===== config.mk =====
export PLATFORM = sky130hd
export DESIGN_NAME = audio_stream_sequencer_flat
export DESIGN_NICKNAME = d
export VERILOG_FILES = /design/src/rtl/audio_stream_sequencer_if.sv /design/src/rtl/audio_stream_sequencer.sv /design/src/flat_wrapper.sv
export SDC_FILE = /design/constraint.sdc
export NUM_CORES = 1
export LEC_CHECK = 0
export ABC_CLOCK_PERIOD_IN_PS = 3190
export CAP_MARGIN = 10
export CORE_AREA = 5 5 191 147
export DETAILED_ROUTE_END_ITERATION = 8
export DIE_AREA = 0 0 196 152
export GPL_ROUTABILITY_DRIVEN = 0
export PLACE_DENSITY = 0.73
export SLEW_MARGIN = 30
export SYNTH_ARGS = -nofsm -noshare
export SYNTH_HDL_FRONTEND = slang
export SYNTH_SLANG_ARGS = --single-unit

===== constraint.sdc =====
create_clock -name clk -period 3.19 [get_ports clk]
set_clock_uncertainty 0.05 [all_clocks]
set_input_delay 0.638 -clock clk [delete_from_list [all_inputs] [get_ports clk]]
set_output_delay 0.638 -clock clk [all_outputs]
set_load 0.005 [all_outputs]

===== src/rtl/audio_stream_sequencer_if.sv =====
// Valid/ready sample stream between the audio core, the sequencer and the DAC path.
interface audio_stream_sequencer_if #(
    parameter int unsigned DATA_W = 24
) ();
    logic [DATA_W-1:0] data;
    logic              valid;
    logic              ready;

    modport master (output data, output valid, input ready);
    modport slave  (input data, input valid, output ready);
endinterface


===== src/rtl/audio_stream_sequencer.sv =====
// Pairs ADC left/right samples into stereo frames, applies the run-time mode, buffers the
// frames in a small FIFO and replays them to the DAC left then right.
module audio_stream_sequencer #(
    parameter int unsigned DATA_W     = 24,
    parameter int unsigned FIFO_DEPTH = 4,
    parameter int unsigned OVF_W      = 16
) (
    input  logic                        clk,
    input  logic                        reset,
    input  logic [1:0]                  mode,
    audio_stream_sequencer_if.slave     adc_l,
    audio_stream_sequencer_if.slave     adc_r,
    audio_stream_sequencer_if.master    dac_l,
    audio_stream_sequencer_if.master    dac_r,
    output logic [$clog2(FIFO_DEPTH):0] fifo_level,
    output logic [OVF_W-1:0]            overflow_count
);
    localparam int unsigned AW        = $clog2(FIFO_DEPTH);
    localparam logic [AW:0] FullCount = (AW + 1)'(FIFO_DEPTH);

    typedef enum logic {CapL, CapR} cap_state_e;
    typedef enum logic [1:0] {PlayIdle, PlayL, PlayR} play_state_e;

    cap_state_e  cap_q, cap_d;
    play_state_e play_q, play_d;

    logic [DATA_W-1:0] left_q;
    logic              l_fire, r_fire;

    logic signed [DATA_W:0] diff;
    logic [DATA_W-1:0]      proc_l, proc_r;

    logic [DATA_W-1:0] mem_l [FIFO_DEPTH];
    logic [DATA_W-1:0] mem_r [FIFO_DEPTH];
    logic [AW-1:0]     wr_ptr_q, rd_ptr_q;
    logic [AW:0]       count_q;
    logic [OVF_W-1:0]  ovf_q;
    logic              empty, full, pop, push_ok, drop;

    logic [DATA_W-1:0] out_l_q, out_r_q;

    // Capture FSM: left then right, the ADC side is never otherwise stalled.
    always_comb begin
        adc_l.ready = !reset && (cap_q == CapL);
        adc_r.ready = !reset && (cap_q == CapR);
        l_fire      = adc_l.valid && adc_l.ready;
        r_fire      = adc_r.valid && adc_r.ready;
        cap_d       = cap_q;
        if (l_fire) begin
            cap_d = CapR;
        end else if (r_fire) begin
            cap_d = CapL;
        end
    end

    // Sign-extended difference halved with floor; the result always fits DATA_W bits.
    always_comb begin
        diff   = $signed({left_q[DATA_W-1], left_q}) -
                 $signed({adc_r.data[DATA_W-1], adc_r.data});
        proc_l = left_q;
        proc_r = adc_r.data;
        case (mode)
            2'd1: begin
                proc_l = '0;
                proc_r = '0;
            end
            2'd2: begin
                proc_l = DATA_W'(diff >>> 1);
                proc_r = DATA_W'(diff >>> 1);
            end
            2'd3: begin
                proc_l = adc_r.data;
                proc_r = left_q;
            end
            default: begin
                proc_l = left_q;
                proc_r = adc_r.data;
            end
        endcase
    end

    assign empty   = (count_q == '0);
    assign full    = (count_q == FullCount);
    assign push_ok = r_fire && (!full || pop);
    assign drop    = r_fire && full && !pop;

    // Playback FSM: the frame in the output registers is outside the FIFO count.
    always_comb begin
        play_d      = play_q;
        pop         = 1'b0;
        dac_l.valid = !reset && (play_q == PlayL);
        dac_r.valid = !reset && (play_q == PlayR);
        unique case (play_q)
            PlayIdle: begin
                if (!empty) begin
                    pop    = 1'b1;
                    play_d = PlayL;
                end
            end
            PlayL: begin
                if (dac_l.ready) begin
                    play_d = PlayR;
                end
            end
            PlayR: begin
                if (dac_r.ready) begin
                    if (!empty) begin
                        pop    = 1'b1;
                        play_d = PlayL;
                    end else begin
                        play_d = PlayIdle;
                    end
                end
            end
            default: play_d = PlayIdle;
        endcase
    end

    always_ff @(posedge clk) begin
        if (reset) begin
            cap_q    <= CapL;
            play_q   <= PlayIdle;
            left_q   <= '0;
            wr_ptr_q <= '0;
            rd_ptr_q <= '0;
            count_q  <= '0;
            ovf_q    <= '0;
            out_l_q  <= '0;
            out_r_q  <= '0;
        end else begin
            cap_q  <= cap_d;
            play_q <= play_d;
            if (l_fire) begin
                left_q <= adc_l.data;
            end
            if (push_ok) begin
                wr_ptr_q <= wr_ptr_q + AW'(1);
            end
            if (pop) begin
                rd_ptr_q <= rd_ptr_q + AW'(1);
                out_l_q  <= mem_l[rd_ptr_q];
                out_r_q  <= mem_r[rd_ptr_q];
            end
            case ({push_ok, pop})
                2'b10:   count_q <= count_q + (AW + 1)'(1);
                2'b01:   count_q <= count_q - (AW + 1)'(1);
                default: count_q <= count_q;
            endcase
            if (drop && (ovf_q != '1)) begin
                ovf_q <= ovf_q + OVF_W'(1);
            end
        end
    end

    always_ff @(posedge clk) begin
        if (push_ok) begin
            mem_l[wr_ptr_q] <= proc_l;
            mem_r[wr_ptr_q] <= proc_r;
        end
    end

    assign dac_l.data     = out_l_q;
    assign dac_r.data     = out_r_q;
    assign fifo_level     = count_q;
    assign overflow_count = ovf_q;

endmodule


===== src/flat_wrapper.sv =====
// flat-port wrapper written by rule: the top's interface ports become plain ports
module audio_stream_sequencer_flat 
#(
    parameter int unsigned DATA_W     = 24,
    parameter int unsigned FIFO_DEPTH = 4,
    parameter int unsigned OVF_W      = 16
)
  (clk, reset, mode, fifo_level, overflow_count, adc_l_data, adc_l_valid, adc_l_ready, adc_r_data, adc_r_valid, adc_r_ready, dac_l_data, dac_l_valid, dac_l_ready, dac_r_data, dac_r_valid, dac_r_ready);
  audio_stream_sequencer_if #(.DATA_W(DATA_W)) adc_l_i ();
  audio_stream_sequencer_if #(.DATA_W(DATA_W)) adc_r_i ();
  audio_stream_sequencer_if #(.DATA_W(DATA_W)) dac_l_i ();
  audio_stream_sequencer_if #(.DATA_W(DATA_W)) dac_r_i ();
  input  logic clk;
  input  logic reset;
  input  logic [1:0] mode;
  output logic [$clog2(FIFO_DEPTH):0] fifo_level;
  output logic [OVF_W-1:0] overflow_count;
  input wire logic [$bits(adc_l_i.data)-1:0] adc_l_data;
  input wire logic [$bits(adc_l_i.valid)-1:0] adc_l_valid;
  output wire logic [$bits(adc_l_i.ready)-1:0] adc_l_ready;
  input wire logic [$bits(adc_r_i.data)-1:0] adc_r_data;
  input wire logic [$bits(adc_r_i.valid)-1:0] adc_r_valid;
  output wire logic [$bits(adc_r_i.ready)-1:0] adc_r_ready;
  output wire logic [$bits(dac_l_i.data)-1:0] dac_l_data;
  output wire logic [$bits(dac_l_i.valid)-1:0] dac_l_valid;
  input wire logic [$bits(dac_l_i.ready)-1:0] dac_l_ready;
  output wire logic [$bits(dac_r_i.data)-1:0] dac_r_data;
  output wire logic [$bits(dac_r_i.valid)-1:0] dac_r_valid;
  input wire logic [$bits(dac_r_i.ready)-1:0] dac_r_ready;
  assign adc_l_i.data = adc_l_data;
  assign adc_l_i.valid = adc_l_valid;
  assign adc_l_ready = adc_l_i.ready;
  assign adc_r_i.data = adc_r_data;
  assign adc_r_i.valid = adc_r_valid;
  assign adc_r_ready = adc_r_i.ready;
  assign dac_l_data = dac_l_i.data;
  assign dac_l_valid = dac_l_i.valid;
  assign dac_l_i.ready = dac_l_ready;
  assign dac_r_data = dac_r_i.data;
  assign dac_r_valid = dac_r_i.valid;
  assign dac_r_i.ready = dac_r_ready;
  audio_stream_sequencer #(.DATA_W(DATA_W), .FIFO_DEPTH(FIFO_DEPTH), .OVF_W(OVF_W)) u_core (.clk(clk), .reset(reset), .mode(mode), .adc_l(adc_l_i), .adc_r(adc_r_i), .dac_l(dac_l_i), .dac_r(dac_r_i), .fifo_level(fifo_level), .overflow_count(overflow_count));
endmodule

==> metrics.md <==
| Metric | Value |
|---|---|
| Outcome | `completed` |
| Unrepaired setup endpoints after global routing | `no` |
| CP top delay family | `compound AO/OA/AOI/OAI gates` |
| Footprint of the multi-input gates | `4740 µm²` |
| Worst EP required | `3430 ps` |
| Critical Path AT | `3130 ps` |
| Setup Crit Path Kind | `in -> reg` |
| Setup crit end | `u_core.mem_r[0][19]$_DFFE_PP_` |
| Number of core rows | `52` |
| Post-route antenna net violation count | `0` |
| Final Max Slew Viols | `0` |
| Crit path depth | `10` |
| Sequential share of the synthesized area | `60.2%` |
| Crit-path cells | `clkdlybuf4s50_1, nor2b_1, fa_1, nand2b_1, a21oi_2, o211ai_2, a2111oi_1, a211oi_1, xnor2_1, a21o_1` |
| Antenna diode count | `0` |
| Max frequency | `346 MHz` |
| Ys Warns | `0` |
| 1st-pass router iterations | `5` |
| Final setup violation count | `0` |
| Pwr Density | `681 nW/µm²` |
| Top post-synthesis cells by area | `edfxtp_1 (45%), dfxtp_1 (15%), mux4_2 (8.4%)` |
| Final period util | `90.5%` |
| P_leak | `5.73 nW` |
| Nets | `1,314` |
| Net Count, Synth | `1,133` |
| Largest net degree at the start of global routing | `64` |
| Area Overhead vs Synth | `24.2%` |
| Core Region | `26,300 µm²` |
| Global-route usage over all layers | `19.7%` |
| Initial antenna violation count | `0` |
| CTS Buffer Depth | `3` |
| Post-synth EDFFs | `192` |
| Setup Buffers After CTS | `0` |
| Reg-to-reg endpoint | `u_core.mem_r[0][19]$_DFFE_PP_` |
| Mapped Area | `12,800 µm²` |
| Synth top area share | `44.9%` |
| CP Launch Type | `input pin` |
| Critical R2R Launch | `u_core.left_q[1]$_SDFFE_PP0P_` |
| Via-to-Cell Ratio | `5.50` |
| CP endpoint kind | `flip-flop` |
| Reg clk slew, reported paths | `60 ps` |
| Max Fanout on Critical Path | `4` |
| Clk root buf | `clkbuf_16` |
| Cells after Synth | `1,047` |
| Total congestion overflow | `0` |
| Slew headroom | `40.0%` |
| Area leader, netlist | `edfxtp_1` |
| DRC Markers | `0` |
| Slowest Stage Delay on Critical Path | `470 ps` |
| Post-CTS sizing | `0` |
| Die Span Y | `152 µm` |
| Hold Buf Count CTS | `0` |
| Total chip power | `10.8 mW` |
| DP Worst Slack | `-244 ps` |
| Sequential cell area | `7730 µm²` |
| Count leader, synth | `edfxtp_1` |
| Port bufs | `126` |
| Max stage delay cell, worst path | `a2111oi_1` |
| Setup_tns | `0 ps` |
| FF+latch count, synth | `290` |
| CTS tree | `done` |
| Top_reg_cell synth | `edfxtp_1` |
| Final worst-path setup slack | `302 ps` |
| Worst-margin pin slew | `900 ps` |
| Vias in the first global route | `8,595` |
| Vias post-DR | `8,805` |
| CP Launch Point | `adc_r_data[0]` |
| Commonest cells post-synth | `edfxtp_1 (192), nand2_1 (170), dfxtp_1 (98)` |
| R2R depth | `9` |
| Total CTS buffers | `29` |
| Reg-to-reg slack, setup | `500 ps` |
| Worst-skew pair later-pin latency | `550 ps` |
| Async set or reset register ratio after synthesis | `0%` |
| H-tree lvl count | `1` |
| Final HPWL DP | `20,800 µm` |
| Fillers | `2,085` |
| Starting Density | `48.8%` |
| CP bufs+invs | `1` |
| Crit path time final | `2890 ps` |
| Max-cap violations | `0` |
| Avg Cell Area, Syn | `12.3 µm²` |
| WL per Instance | `18.8 µm` |
| Fin. Hold Viols | `0` |
| Chip width | `196 µm` |
| Num Clock Sinks | `290` |
| Num ports | `127` |
| Layout cells sized above 1 | `16.5%` |
| DR iter-0 viols | `634` |
| Total Die Area | `29,800 µm²` |
| Yosys cell types | `64` |
| First-pass GRT wire length | `47,500 µm` |
| Hold Crit Class | `in -> reg` |
| Peak VDD IR | `0.000567 V` |
| WL final | `30,100 µm` |
-- power by group --
part	switching [mW]	leakage, nW	internal, mW
clock	1.39	0.468	1.97
sequential	0.259	2.56	4.38
combinational	1.42	2.70	1.42
total	3.07	5.73	7.78
-- worst register-to-register path: cells and delay by family, from the launching register on --
family	cells	cell delay (ps)
simple gates	1	190
buf+inv	1	100
fa+ha+maj	1	420
flops	1	390
xor+xnor	1	170
compound gates	5	1120
-- cell families after synthesis --
kind of cell,synth area share (%)
AO/OA/AOI/OAI,11.4
XOR/XNOR,2.46
adder cells (fa/ha/maj),3.04
buffers and inverters,3.03
flip-flops,60.2
multiplexers,8.82
AND/OR/NAND/NOR,11.0
-- metrics by stage --
stage	instance area (µm²)	utilization, %	cells	hold WS, ps
6_report	15900	60.6	1602	313
3_3_place_gp	15000	57.0	1547	393
3_5_place_dp	15000	57.0	1548	397
4_1_cts	15900	60.6	1602	288
5_1_grt	15900	60.6	1602	316
2_1_floorplan	12800	-	1047	403
-- per-layer routing --
layer	vias to the layer above	wire, µm	track usage [%]	part of all wire (%)
li1	4212	-	-	-
met4	0	436	2.96	1.5
met2	280	13400	30.6	45
met3	33	1960	2.70	6.5
met1	4280	14300	30.4	48
met5	-	0	0	0
-- worst min path at each step --
stage                                                   from                                  to  depth (start not counted)
after detailed placement  u_core.dac_r.data[13]$_SDFFE_PP0P_  u_core.dac_r.data[13]$_SDFFE_PP0P_                          2
after CTS                                              reset   u_core.dac_r.data[6]$_SDFFE_PP0P_                          2
after floorplan            u_core.dac_l.data[0]$_SDFFE_PP0P_   u_core.dac_l.data[0]$_SDFFE_PP0P_                          2
after global placement    u_core.dac_l.data[10]$_SDFFE_PP0P_  u_core.dac_l.data[10]$_SDFFE_PP0P_                          2
final                                                  reset   u_core.dac_r.data[6]$_SDFFE_PP0P_                          2
after global routing                                   reset   u_core.dac_r.data[6]$_SDFFE_PP0P_                          2
-- layout make-up --
cell class / instances / area share (%)
inverters: 36 / 0.848
well taps: 351 / 2.76
clock buffers: 39 / 4.91
flip-flops and latches: 290 / 48.5
repair buffers: 213 / 12.2
clock inverters: 15 / 1.07
multi-input cells: 658 / 29.7
-- flip-flops by register name (all words and copies together), names as in the netlist --
signal and cells:
u_core.dac_l.data 24, u_core.play_q 2, u_core.overflow_count 16, u_core.mem_r 96
u_core.dac_r.data 24, u_core.left_q 24, u_core.fifo_level 3, u_core.wr_ptr_q 2
u_core.cap_q 1, u_core.mem_l 96, u_core.rd_ptr_q 2
-- layout by cell type, fill, tap and decap left out, drive strengths merged, types with 39 or more instances in the layout --
cell type | netlist | final
a21oi | 81 | 81
buf | 17 | 88
clkbuf | 46 | 39
clkdlybuf4s50 | 0 | 125
dfxtp | 98 | 98
edfxtp | 192 | 192
mux4 | 48 | 48
nand2 | 171 | 171
nor2 | 51 | 51
o21ai | 53 | 53
(Power assumes the default switching activity.)
